--- src/rtl/midterm_1bit.sv ---
// midterm_1bit: single-bit ALU slice with registered result/carry-out and an
// internal carry flag so ADC/SBC can chain across successive cycles.
module midterm_1bit (
   input  logic       clk,
   input  logic       rst,
   input  logic       op1,
   input  logic       op2,
   input  logic [2:0] opsel,
   input  logic       mode,
   output logic       result_final,
   output logic       Cout_final
);

   localparam int unsigned SUM_W = 2;

   // Arithmetic-mode operation codes
   localparam logic [2:0] OP_ADD  = 3'b000;
   localparam logic [2:0] OP_SUB  = 3'b001;
   localparam logic [2:0] OP_INC  = 3'b010;
   localparam logic [2:0] OP_DEC  = 3'b011;
   localparam logic [2:0] OP_PASS = 3'b100;
   localparam logic [2:0] OP_ADC  = 3'b101;
   localparam logic [2:0] OP_SBC  = 3'b110;
   localparam logic [2:0] OP_RSVD = 3'b111;

   // Logic-mode operation codes
   localparam logic [2:0] LG_AND  = 3'b000;
   localparam logic [2:0] LG_OR   = 3'b001;
   localparam logic [2:0] LG_XOR  = 3'b010;
   localparam logic [2:0] LG_NOT1 = 3'b011;
   localparam logic [2:0] LG_NAND = 3'b100;
   localparam logic [2:0] LG_NOR  = 3'b101;
   localparam logic [2:0] LG_XNOR = 3'b110;
   localparam logic [2:0] LG_NOT2 = 3'b111;

   logic              cflag;
   logic              add_b_c;
   logic              add_ci_c;
   logic              arith_pass_c;
   logic              arith_zero_c;
   logic [SUM_W-1:0]  sum_c;
   logic              arith_res_c;
   logic              arith_cout_c;
   logic              logic_res_c;
   logic              res_c;
   logic              cout_c;
   logic              cflag_we_c;

   // Every arithmetic op is one adder pass; pick its B operand and carry-in
   always_comb begin
      add_b_c      = 1'b0;
      add_ci_c     = 1'b0;
      arith_pass_c = 1'b0;
      arith_zero_c = 1'b0;
      case (opsel)
         OP_ADD: begin
            add_b_c  = op2;
            add_ci_c = 1'b0;
         end
         OP_SUB: begin
            add_b_c  = ~op2;
            add_ci_c = 1'b1;
         end
         OP_INC: begin
            add_b_c  = 1'b0;
            add_ci_c = 1'b1;
         end
         OP_DEC: begin
            // adding all-ones; carry-out low signals a borrow
            add_b_c  = 1'b1;
            add_ci_c = 1'b0;
         end
         OP_PASS: begin
            arith_pass_c = 1'b1;
         end
         OP_ADC: begin
            add_b_c  = op2;
            add_ci_c = cflag;
         end
         OP_SBC: begin
            add_b_c  = ~op2;
            add_ci_c = cflag;
         end
         OP_RSVD: begin
            arith_zero_c = 1'b1;
         end
         default: begin
            arith_zero_c = 1'b1;
         end
      endcase
   end

   // Shared 1-bit adder producing {cout,res}
   always_comb begin
      sum_c = SUM_W'(op1) + SUM_W'(add_b_c) + SUM_W'(add_ci_c);
   end

   // Arithmetic result, with PASS and reserved overriding the adder
   always_comb begin
      arith_res_c  = sum_c[0];
      arith_cout_c = sum_c[1];
      if (arith_pass_c) begin
         arith_res_c  = op1;
         arith_cout_c = 1'b0;
      end else if (arith_zero_c) begin
         arith_res_c  = 1'b0;
         arith_cout_c = 1'b0;
      end
   end

   // Bitwise logic unit
   always_comb begin
      logic_res_c = 1'b0;
      case (opsel)
         LG_AND:  logic_res_c = op1 & op2;
         LG_OR:   logic_res_c = op1 | op2;
         LG_XOR:  logic_res_c = op1 ^ op2;
         LG_NOT1: logic_res_c = ~op1;
         LG_NAND: logic_res_c = ~(op1 & op2);
         LG_NOR:  logic_res_c = ~(op1 | op2);
         LG_XNOR: logic_res_c = ~(op1 ^ op2);
         LG_NOT2: logic_res_c = ~op2;
         default: logic_res_c = 1'b0;
      endcase
   end

   // Mode select and carry-flag write enable (logic ops and reserved hold it)
   always_comb begin
      res_c      = arith_res_c;
      cout_c     = arith_cout_c;
      cflag_we_c = 1'b0;
      if (mode) begin
         res_c  = logic_res_c;
         cout_c = 1'b0;
      end else begin
         cflag_we_c = (opsel != OP_RSVD);
      end
   end

   // Output and carry-flag registers, synchronous reset
   always_ff @(posedge clk) begin
      if (rst) begin
         result_final <= 1'b0;
         Cout_final   <= 1'b0;
         cflag        <= 1'b0;
      end else begin
         result_final <= res_c;
         Cout_final   <= cout_c;
         if (cflag_we_c) begin
            cflag <= cout_c;
         end
      end
   end

endmodule

--- config.mk ---
export PLATFORM = sky130hd
export DESIGN_NAME = midterm_1bit
export DESIGN_NICKNAME = d
export VERILOG_FILES = /design/src/rtl/midterm_1bit.sv
export SDC_FILE = /design/constraint.sdc
export NUM_CORES = 1
export LEC_CHECK = 0
export BUFFER_PORTS_ARGS = -buffer_cell sky130_fd_sc_hd__buf_4
export CAP_MARGIN = 15
export CORE_MARGIN = 10
export CORE_UTILIZATION = 24
export CTS_BUF_LIST = sky130_fd_sc_hd__clkbuf_8
export CTS_CLUSTER_SIZE = 12
export DETAILED_ROUTE_END_ITERATION = 12
export GPL_TIMING_DRIVEN = 0
export PLACE_DENSITY_LB_ADDON = 0.15
export SYNTH_ARGS = -nofsm -noshare
export SYNTH_HDL_FRONTEND = slang
export SYNTH_SLANG_ARGS = --single-unit
--- constraint.sdc ---
create_clock -name clk -period 2.6 [get_ports clk]
set_input_delay 0.52 -clock clk [delete_from_list [all_inputs] [get_ports clk]]
set_output_delay 0.52 -clock clk [all_outputs]
set_load 0.1 [all_outputs]
==> flow_metrics.py, run 1 <==
metrics = {
    "synthesis": {
        "synth_top_family_by_area": "compound AO/OA/AOI/OAI gates",
        "async_flop_share": 0,
        "synth_mux_area_frac": 0.0735,
        "synthAdderAreaFrac": 0.132,
        "synth_edf_count": 0,
        "synth_compound_gate_area_share": 0.257,
        "avgSynthCellArea_um2": 7.91,
        "yosys.area_share.xor_xnor": 0.0515,
        "synthMostInstantiatedCell": "a21oi_1",
        "syn_area_um2": 340,
        "synthFlopType": "dfxtp_1",
        "synth-seq-cells": 3,
        "seq_area_frac_synth": 0.176,
        "synth_fp_nets": 54,
        "synth_area_leaders": "dfxtp_1 (18%), a21oi_1 (7.4%), ha_1 (7.4%)",
        "ys_warn_count": 0,
        "yosys.area_share.simple": 0.228,
        "synth.top_cell.area_share": 0.176,
        "netlist-cell-type-count": 26,
        "yosysTopAreaCell": "dfxtp_1",
        "netlist_instances": 43,
    },
    "sta": {
        "maxSlewViolCount": 0,
        "post-route-period-util": 0.805,
        "post-route-min-period_ns": 2.09,
        "slew_headroom": 0.822,
        "max_freq_ghz": 0.478,
        "holdWs_ns": 0.489,
        "setup_viol": 0,
        "hold_viol": 0,
        "rsz0062_at_grt": "false",
        "finClkSkew_ns": 0.000544,
        "tightest_slew_ns": 0.266,
        "finalSetupTns_ns": 0,
    },
    "power_and_ir_drop": {
        "power_frac_clock": 0.490,
        "p_sw_frac": 0.305,
        "total_power_mw": 0.264,
        "p_switching_mw": 0.0805,
        "pwr-share-seq": 0.194,
        "cellPowerDensity_nw_per_um2": 559,
        "vdd_drop_max_v": 0.000190,
        "p_leak_nw": 0.218,
        "internal-power_mw": 0.183,
        "power_frac_comb": 0.316,
    },
    "grt": {
        "grt_pass1_wl_mm": 1.35,
        "grt_pass1_vias": 297,
        "grt.total_usage": 0.0498,
        "antenna_found_initial": 0,
        "grt_overflow_total": 0,
        "grt_max_degree": 11,
    },
    "worst_setup_path": {
        "worst-path-max-fanout": 10,
        "critPathRequiredTime_ns": 2.73,
        "start_kind": "primary input",
        "end_kind": "flop",
        "crit_arrival_ns": 2.22,
        "worstSetupPathType": "in2reg",
    },
    "route": {
        "drc": 0,
        "wl_um": 818,
        "dr.pass1.iters": 4,
        "viasPerCell": 4.62,
        "vias": 328,
        "ant_nets": 0,
        "wire_per_inst_um": 11.5,
        "first_iter_violations": 7,
    },
    "die": {
        "die_y_um": 57.7,
        "io_pins": 10,
        "rows": 13,
        "die_w_um": 57.7,
        "core_um2": 1320,
        "die-area_um2": 3320,
        "start_util": 0.258,
    },
    "place": {
        "gp_congestion": 0.751,
        "post-place-cells": 67,
        "hpwl_um": 663,
        "io_buffer_count": 9,
    },
    "finish": {
        "fin_cells": 71,
        "drive_gt1_frac": 0.304,
        "nNetsFinal": 68,
        "nFillCells": 140,
        "n_antenna_cell": 0,
        "final_util": 0.358,
        "area_growth_pct": 38.6,
        "multi_input_area_um2": 253,
        "final-seq-area_um2": 60.1,
    },
    "cts": {
        "cts_root_buf": "clkbuf_8",
        "clkLatencyLatePin_ns": 0.21,
        "cts_buffer_depth": 2,
        "cts_tree": "yes",
        "cts.sinks": 3,
        "clk_pin_slew_ns": 0.03,
        "cts_hold_buf": 0,
        "cts-buffers-inserted": 3,
        "h-tree-depth": 1,
        "ctsResizeCount": 0,
        "post-cts-setup-buffer-count": 0,
    },
    "worst_hold_path": {
        "hp-class": "reg2reg",
    },
    "run_status": {
        "outcome": "complete, no violations",
    },
    "job": {
        "maxCapViolations": 0,
    },
}
stage by stage:
stage | area, µm² | worst slack (ns)
detailed placement | 427 | 0.289
finish | 472 | 0.506
global route | 472 | 0.340
CTS | 472 | 0.508
global placement | 427 | 0.296
floorplan | 340 | 0.538
cell families (layout without fill, tap and decap cells):
logic type / count (synthesis) / count (layout)
AO/OA/AOI/OAI: 13 / 13
XOR/XNOR: 2 / 2
adder cells (fa/ha/maj): 3 / 3
buffers and inverters: 6 / 19
flip-flops: 3 / 3
multiplexers: 2 / 2
AND/OR/NAND/NOR: 14 / 14
placed cells by master, fill, tap and decap left out:
| cell | synthesis | final |
|---|---|---|
| and3_1 | 1 | 1 |
| dfxtp_1 | 3 | 3 |
| xor2_1 | 1 | 1 |
| mux2i_1 | 1 | 1 |
| a21o_1 | 1 | 1 |
| o32ai_2 | 1 | 1 |
| clkbuf_8 | 0 | 3 |
| nand2b_1 | 3 | 3 |
| or4_1 | 1 | 1 |
| nand3b_1 | 2 | 2 |
| o21ai_1 | 3 | 3 |
| ha_1 | 2 | 2 |
| nor3_1 | 2 | 2 |
| buf_2 | 1 | 1 |
| a211oi_2 | 1 | 1 |
| o21ai_0 | 1 | 1 |
| clkinv_1 | 1 | 1 |
| mux2_4 | 1 | 1 |
| a31oi_1 | 1 | 1 |
| nand3_1 | 1 | 1 |
| a21oi_1 | 5 | 5 |
| buf_4 | 1 | 10 |
| fa_1 | 1 | 1 |
| xnor2_1 | 1 | 1 |
| nor2_1 | 3 | 3 |
| inv_1 | 3 | 4 |
| nand2_1 | 1 | 1 |
final timing paths:
kind         startpoint           end  slack [ns]  cells after the start
max            opsel[1]  result_final        0.51                     10
min               cflag         cflag        0.49                      2
max reg2reg       cflag  result_final        1.13                      5
min reg2reg       cflag         cflag        0.49                      2
flip-flops by register name (all words and copies together), names as in the netlist:
| signal | cells |
|---|---|
| result_final | 1 |
| Cout_final | 1 |
| cflag | 1 |
power groups by stage:
stage	Clock, mW	Combinational [mW]	Sequential, mW
3_5_place_dp	0	0.0839	0.0515
3_3_place_gp	0	0.0836	0.0516
6_report	0.129	0.0833	0.0510
2_1_floorplan	0	0.0405	0.0700
5_1_grt	0.138	0.0920	0.0511
4_1_cts	0.135	0.0840	0.0510
worst max-delay path, stage by stage:
cell and delay [ns]:
buf_4 0.11, buf_2 0.18, nand2b_1 0.18, xnor2_1 0.14, nor2_1 0.05, a21oi_1 0.15
fa_1 0.45, mux2i_1 0.14, a21oi_1 0.10, o32ai_2 0.18
per-layer routing:
metal,track usage,part of all wire,vias up
met5,0,0,-
met4,0.0201,0,0
met3,0.0218,0.061,0
met2,0.0767,0.45,12
met1,0.0587,0.49,140
li1,-,-,176
area by class of cell:
type | count | area share
sequential | 3 | 0.127
inverter | 4 | 0.0318
timing repair buffer | 9 | 0.143
tap | 15 | 0.0398
buffer | 2 | 0.0265
clock buffer | 3 | 0.0875
multi-input combinational | 34 | 0.536
clock inverter | 1 | 0.00796
Power figures use the tool's default switching activity.
==> inputs of run 2 (changes only) <==
ABC_AREA = 1   (was not set)
clock period = 1.8 ns   (was 2.6 ns; I/O delays follow)
==> run 2 against run 1 <==
Sequential power up 45%. First-iteration DRC count down 86%. Synthesized cell count grew 28%. Non-clock buffer count down 2. Critical path depth decreased by 1. Count of clock-buffer cells in the layout is the same. Combinational power increased by 36%. Sequential share of layout area up 0.17 points. Final cell count increased by 15%. Total power up 41%. Largest power group unchanged.
==> flow_metrics.py, run 2 <==
metrics = {
    "job": {
        "maxCapViolations": 0,
    },
    "sta": {
        "holdWs_ns": 0.322,
        "post-route-min-period_ns": 1.59,
        "tightest_slew_ns": 0.280,
        "rsz0062_at_grt": "false",
        "max_freq_ghz": 0.629,
        "hold_viol": 0,
        "slew_headroom": 0.815,
        "setup_viol": 0,
        "finalSetupTns_ns": 0,
        "maxSlewViolCount": 0,
        "post-route-period-util": 0.883,
        "finClkSkew_ns": 0.00171,
    },
    "synthesis": {
        "synth_common_cells": "nand2_1 (13), inv_1 (10), nand3_1 (6)",
        "synthMostInstantiatedCell": "nand2_1",
        "synthFlopType": "dfxtp_1",
        "synth.top_cell.area_share": 0.176,
        "synth_area_leaders": "dfxtp_1 (18%), nand2_1 (14%), inv_1 (11%)",
        "yosysTopAreaCell": "dfxtp_1",
        "avgSynthCellArea_um2": 6.21,
        "seq_area_frac_synth": 0.176,
        "ys_warn_count": 0,
        "synth-seq-cells": 3,
        "netlist_instances": 55,
        "syn_area_um2": 342,
        "synth_fp_nets": 66,
        "async_flop_share": 0,
        "netlist-cell-type-count": 18,
        "synth_edf_count": 0,
    },
    "finish": {
        "layout_commonest_cell": "nand2_1",
        "layout_common_cells": "nand2_1 (13), inv_1 (11), buf_4 (8)",
        "nNetsFinal": 79,
        "area_growth_pct": 36.3,
        "final_util": 0.353,
        "drive_gt1_frac": 0.269,
        "largestRegisters": "Cout_final x1, cflag x1, result_final x1",
        "nFillCells": 137,
        "n_antenna_cell": 0,
    },
    "worst_setup_path": {
        "reg2reg_to": "result_final",
        "worst-path-max-fanout": 5,
        "worstSetupPathType": "in2reg",
        "endpoint": "result_final",
        "critPathRequiredTime_ns": 1.95,
        "start_kind": "primary input",
        "r2r_start": "cflag",
        "end_kind": "flop",
        "reg2reg_depth": 5,
        "critical_path.startpoint": "opsel[2]",
        "crit_arrival_ns": 1.73,
        "r2r_setup_slack_ns": 0.43,
    },
    "cts": {
        "clk_pin_slew_ns": 0.03,
        "cts.sinks": 3,
        "post-cts-setup-buffer-count": 0,
        "clkLatencyLatePin_ns": 0.21,
        "h-tree-depth": 1,
        "cts_root_buf": "clkbuf_8",
        "cts_hold_buf": 0,
        "cts_tree": "yes",
        "cts_buffer_depth": 2,
        "ctsResizeCount": 0,
        "cts-buffers-inserted": 3,
    },
    "die": {
        "io_pins": 10,
        "die_w_um": 57.7,
        "die-area_um2": 3330,
        "core_um2": 1320,
        "start_util": 0.259,
        "die_y_um": 57.7,
        "rows": 13,
    },
    "power_and_ir_drop": {
        "total_power_mw": 0.371,
        "cellPowerDensity_nw_per_um2": 798,
        "p_leak_nw": 0.252,
        "vdd_drop_max_v": 0.000246,
    },
    "route": {
        "wl_um": 767,
        "wire_per_inst_um": 9.35,
        "ant_nets": 0,
        "viasPerCell": 4.23,
        "first_iter_violations": 1,
        "dr.pass1.iters": 3,
        "topRoutingLayerUsed": "met3",
        "drc": 0,
        "vias": 347,
        "dr_wl_met2_um": 311,
        "drt-met1-wl_um": 400,
        "wl_met3_um": 55,
    },
    "grt": {
        "antenna_found_initial": 0,
        "grt_overflow_total": 0,
        "grt_pass1_vias": 331,
        "grt_pass1_wl_mm": 1.35,
        "grt.total_usage": 0.0483,
        "grt_max_degree": 10,
    },
    "run_status": {
        "outcome": "complete, no violations",
    },
    "worst_hold_path": {
        "hp-class": "in2reg",
    },
    "place": {
        "gp_congestion": 0.790,
        "io_buffer_count": 8,
        "hpwl_um": 657,
    },
}
==> run 2: changes by cell type in the layout (fill, tap and decap cells not counted), sizes merged, moves of 3 or more <==
cell / delta
a21oi: -3
nand2: +13
nand2b: -3
inv: +8
nand3: +6
nor2: +3
==> run 2: stage by stage <==
| step | cells | cell area [µm²] | setup slack (ns) |
|---|---|---|---|
| global placement | 78 | 420 | -0.0847 |
| CTS | 82 | 465 | 0.155 |
| floorplan | 55 | 342 | 0.113 |
| detailed placement | 78 | 420 | -0.0632 |
| global route | 82 | 465 | 0.0352 |
| finish | 82 | 465 | 0.211 |
==> run 2: how the worst min path moves through the flow <==
stage	start	endpoint	slack (ns)	cells after the start
2_1_floorplan	rst	result_final	0.42	1
3_3_place_gp	cflag	cflag	0.47	2
3_5_place_dp	cflag	cflag	0.47	2
4_1_cts	rst	result_final	0.32	2
5_1_grt	rst	result_final	0.33	2
6_report	rst	result_final	0.32	2
==> run 2: cell type report <==
cell class | count | area (µm²) | area share
Clock inverter | 1 | 3.75 | 0.00806
Inverter | 11 | 41.3 | 0.0887
Sequential cell | 3 | 60.1 | 0.129
Timing Repair Buffer | 8 | 60.1 | 0.129
Clock buffer | 3 | 41.3 | 0.0887
Tap cell | 15 | 18.8 | 0.0403
Multi-Input combinational cell | 40 | 229 | 0.492
Buffer | 1 | 11.3 | 0.0242
==> run 2: layer usage <==
layer | GRT usage | vias up
li1 | - | 196
met1 | 0.0533 | 142
met4 | 0.0302 | 0
met5 | 0 | -
met3 | 0.0218 | 0
met2 | 0.0736 | 9
==> run 2: logic make-up after synthesis <==
kind of cell | synth area share
buffers and inverters | 0.154
DFF | 0.176
AOI/OAI and AO/OA | 0.136
xor gates and xnor gates | 0.0256
adders and majority gates | 0.132
and+or+nand+nor | 0.377
==> run 2: power breakdown <==
group	switching, mW	internal [mW]	total (mW)
registers	0.00175	0.0721	0.0739
logic	0.0723	0.0408	0.113
clock network	0.0398	0.145	0.184
total	0.114	0.258	0.371
==> run 2: critical path, cell delays in order <==
cell	delay (ns)
buf_4	0.11
inv_1	0.07
o21ai_0	0.14
nand2_1	0.08
o21ai_1	0.18
fa_1	0.44
o22ai_1	0.14
nand2_1	0.08
a21oi_2	0.13
==> inputs of run 3 (changes only) <==
CORE_AREA = 10 10 47 49   (was not set)
CORE_MARGIN = not set   (was 10)
CORE_UTILIZATION = not set   (was 24)
DIE_AREA = 0 0 57 59   (was not set)
==> run 3 against run 2 <==
Routed wire length rose by 0.52%. Total power rose by 1.4%. Setup slack improved by 0.030 ns. Highest routed layer is now met4. Final area rose by 1.1%. Count of clock-buffer cells in the layout did not move. Global-route usage fell by 0.21 points. Largest power group unchanged. Combinational power barely moved.
==> flow_metrics.py, run 3 (same netlist as run 2, synthesis figures left out) <==
metrics = {
    "sta": {
        "holdWs_ns": 0.320,
        "finClkSkew_ns": 0.000578,
        "finalSetupTns_ns": 0,
        "hold_viol": 0,
        "maxSlewViolCount": 0,
        "post-route-period-util": 0.866,
        "max_freq_ghz": 0.641,
        "slew_headroom": 0.816,
        "setup_viol": 0,
        "tightest_slew_ns": 0.279,
        "post-route-min-period_ns": 1.56,
        "rsz0062_at_grt": "false",
    },
    "power_and_ir_drop": {
        "p_switching_mw": 0.118,
        "cellPowerDensity_nw_per_um2": 801,
        "internal-power_mw": 0.258,
        "p_leak_nw": 0.254,
        "pwr-share-seq": 0.196,
        "power_frac_clock": 0.502,
        "p_sw_frac": 0.314,
        "power_frac_comb": 0.303,
        "vdd_drop_max_v": 0.000194,
    },
    "place": {
        "io_buffer_count": 8,
        "gp_congestion": 0.730,
        "hpwl_um": 667,
        "dpl-instance-area_um2": 422,
    },
    "worst_setup_path": {
        "start_kind": "primary input",
        "worst-path-max-fanout": 5,
        "path_cells": "buf_4 -> inv_1 -> o21ai_1 -> nand2_1 -> o21ai_0 -> o21ai_2 -> fa_1 -> o22ai_1 -> nand2_1 -> a21oi_2",
        "crit_arrival_ns": 1.71,
        "end_kind": "flop",
        "critPathRequiredTime_ns": 1.95,
        "cp_common_cell": "nand2_1",
        "r2r_setup_slack_ns": 0.44,
        "worstSetupPathType": "in2reg",
        "crit_path_top_delay_cell": "fa_1",
        "slowest_delay_ns": 0.43,
    },
    "finish": {
        "final-seq-area_um2": 60.1,
        "design_area_um2": 470,
        "nNetsFinal": 79,
        "layout_common_cells": "nand2_1 (13), inv_1 (11), buf_4 (8)",
        "multi_input_area_um2": 233,
        "drive_gt1_frac": 0.284,
        "final_util": 0.336,
        "nFillCells": 162,
        "n_antenna_cell": 0,
        "area_growth_pct": 37.7,
        "layout_commonest_cell": "nand2_1",
        "largestRegisters": "Cout_final x1, cflag x1, result_final x1",
    },
    "cts": {
        "clk_pin_slew_ns": 0.03,
        "cts_buffer_depth": 2,
        "cts_tree": "yes",
        "cts_root_buf": "clkbuf_8",
        "cts_hold_buf": 0,
        "h-tree-depth": 1,
        "clkLatencyLatePin_ns": 0.21,
        "cts-buffers-inserted": 3,
        "cts.sinks": 3,
        "post-cts-setup-buffer-count": 0,
    },
    "grt": {
        "grt.total_usage": 0.0462,
        "grt_pass1_vias": 348,
        "grt_overflow_total": 0,
        "antenna_found_initial": 0,
        "grt_max_degree": 10,
        "grt_pass1_wl_mm": 1.28,
    },
    "job": {
        "maxCapViolations": 0,
    },
    "route": {
        "drc": 0,
        "vias": 351,
        "first_iter_violations": 3,
        "wire_per_inst_um": 9.29,
        "ant_nets": 0,
        "wl_um": 771,
        "dr.pass1.iters": 4,
        "viasPerCell": 4.23,
    },
    "die": {
        "io_pins": 10,
        "die_w_um": 57,
        "start_util": 0.244,
        "core_um2": 1400,
        "die-area_um2": 3360,
        "rows": 14,
        "die_y_um": 59,
    },
    "worst_hold_path": {
        "hp-class": "in2reg",
    },
    "run_status": {
        "outcome": "complete, no violations",
    },
}
-- run 3: cell counts in the layout (fill, tap and decap cells not counted) --
Identical to the previous run, type by type.
-- run 3: power by group through the flow --
| stage | sequential, mW | combinational, mW | clock, mW |
|---|---|---|---|
| 3_5_place_dp | 0.0746 | 0.113 | 0 |
| 3_3_place_gp | 0.0747 | 0.113 | 0 |
| 4_1_cts | 0.0739 | 0.113 | 0.195 |
| 5_1_grt | 0.0742 | 0.129 | 0.202 |
| 6_report | 0.0737 | 0.114 | 0.189 |
| 2_1_floorplan | 0.100 | 0.0559 | 0 |
-- run 3: routing by layer --
layer	vias to the layer above	wire, µm	share of wire	track usage
met5	-	0	0	0
met4	0	14	0.018	0.0302
met3	2	36	0.047	0.0172
met2	8	371	0.48	0.0760
met1	142	349	0.45	0.0486
li1	199	-	-	-
-- run 3: cell type report --
cell class / count / area share
buffer: 1 / 0.0239
multi-input combinational: 40 / 0.495
clock inverter: 1 / 0.00798
sequential: 3 / 0.128
tap: 16 / 0.0426
clock buffer: 3 / 0.0878
inverter: 11 / 0.0878
timing repair buffer: 8 / 0.128
-- run 3: timing repair --
action                     in CTS  in global routing
hold endpoints to repair        0                  0
gates resized for setup         0                  3
setup endpoints to repair       0                  1
-- run 3: path summary, 6_finish.rpt --
| path | startpoint | end | cells past startpoint |
|---|---|---|---|
| worst min-delay path | rst | result_final | 2 |
| worst min register to register | cflag | cflag | 2 |
| worst max register to register | cflag | result_final | 5 |
| worst max-delay path | opsel[2] | result_final | 10 |
-- run 3: through the flow --
step / total power, mW / std cells / worst slack, ns
finish: 0.377 / 83 / 0.241
global route: 0.404 / 83 / 0.0362
CTS: 0.382 / 83 / 0.0870
detailed placement: 0.188 / 79 / -0.135
global placement: 0.188 / 79 / -0.0958
floorplan: 0.156 / 55 / 0.113
-- run 3: worst max-delay path, delay by kind of cell --
kind | cells | cell delay (ns)
AO/OA/AOI/OAI | 5 | 0.57
adder cells (fa/ha/maj) | 1 | 0.43
buffers and inverters | 2 | 0.18
AND/OR/NAND/NOR | 2 | 0.17
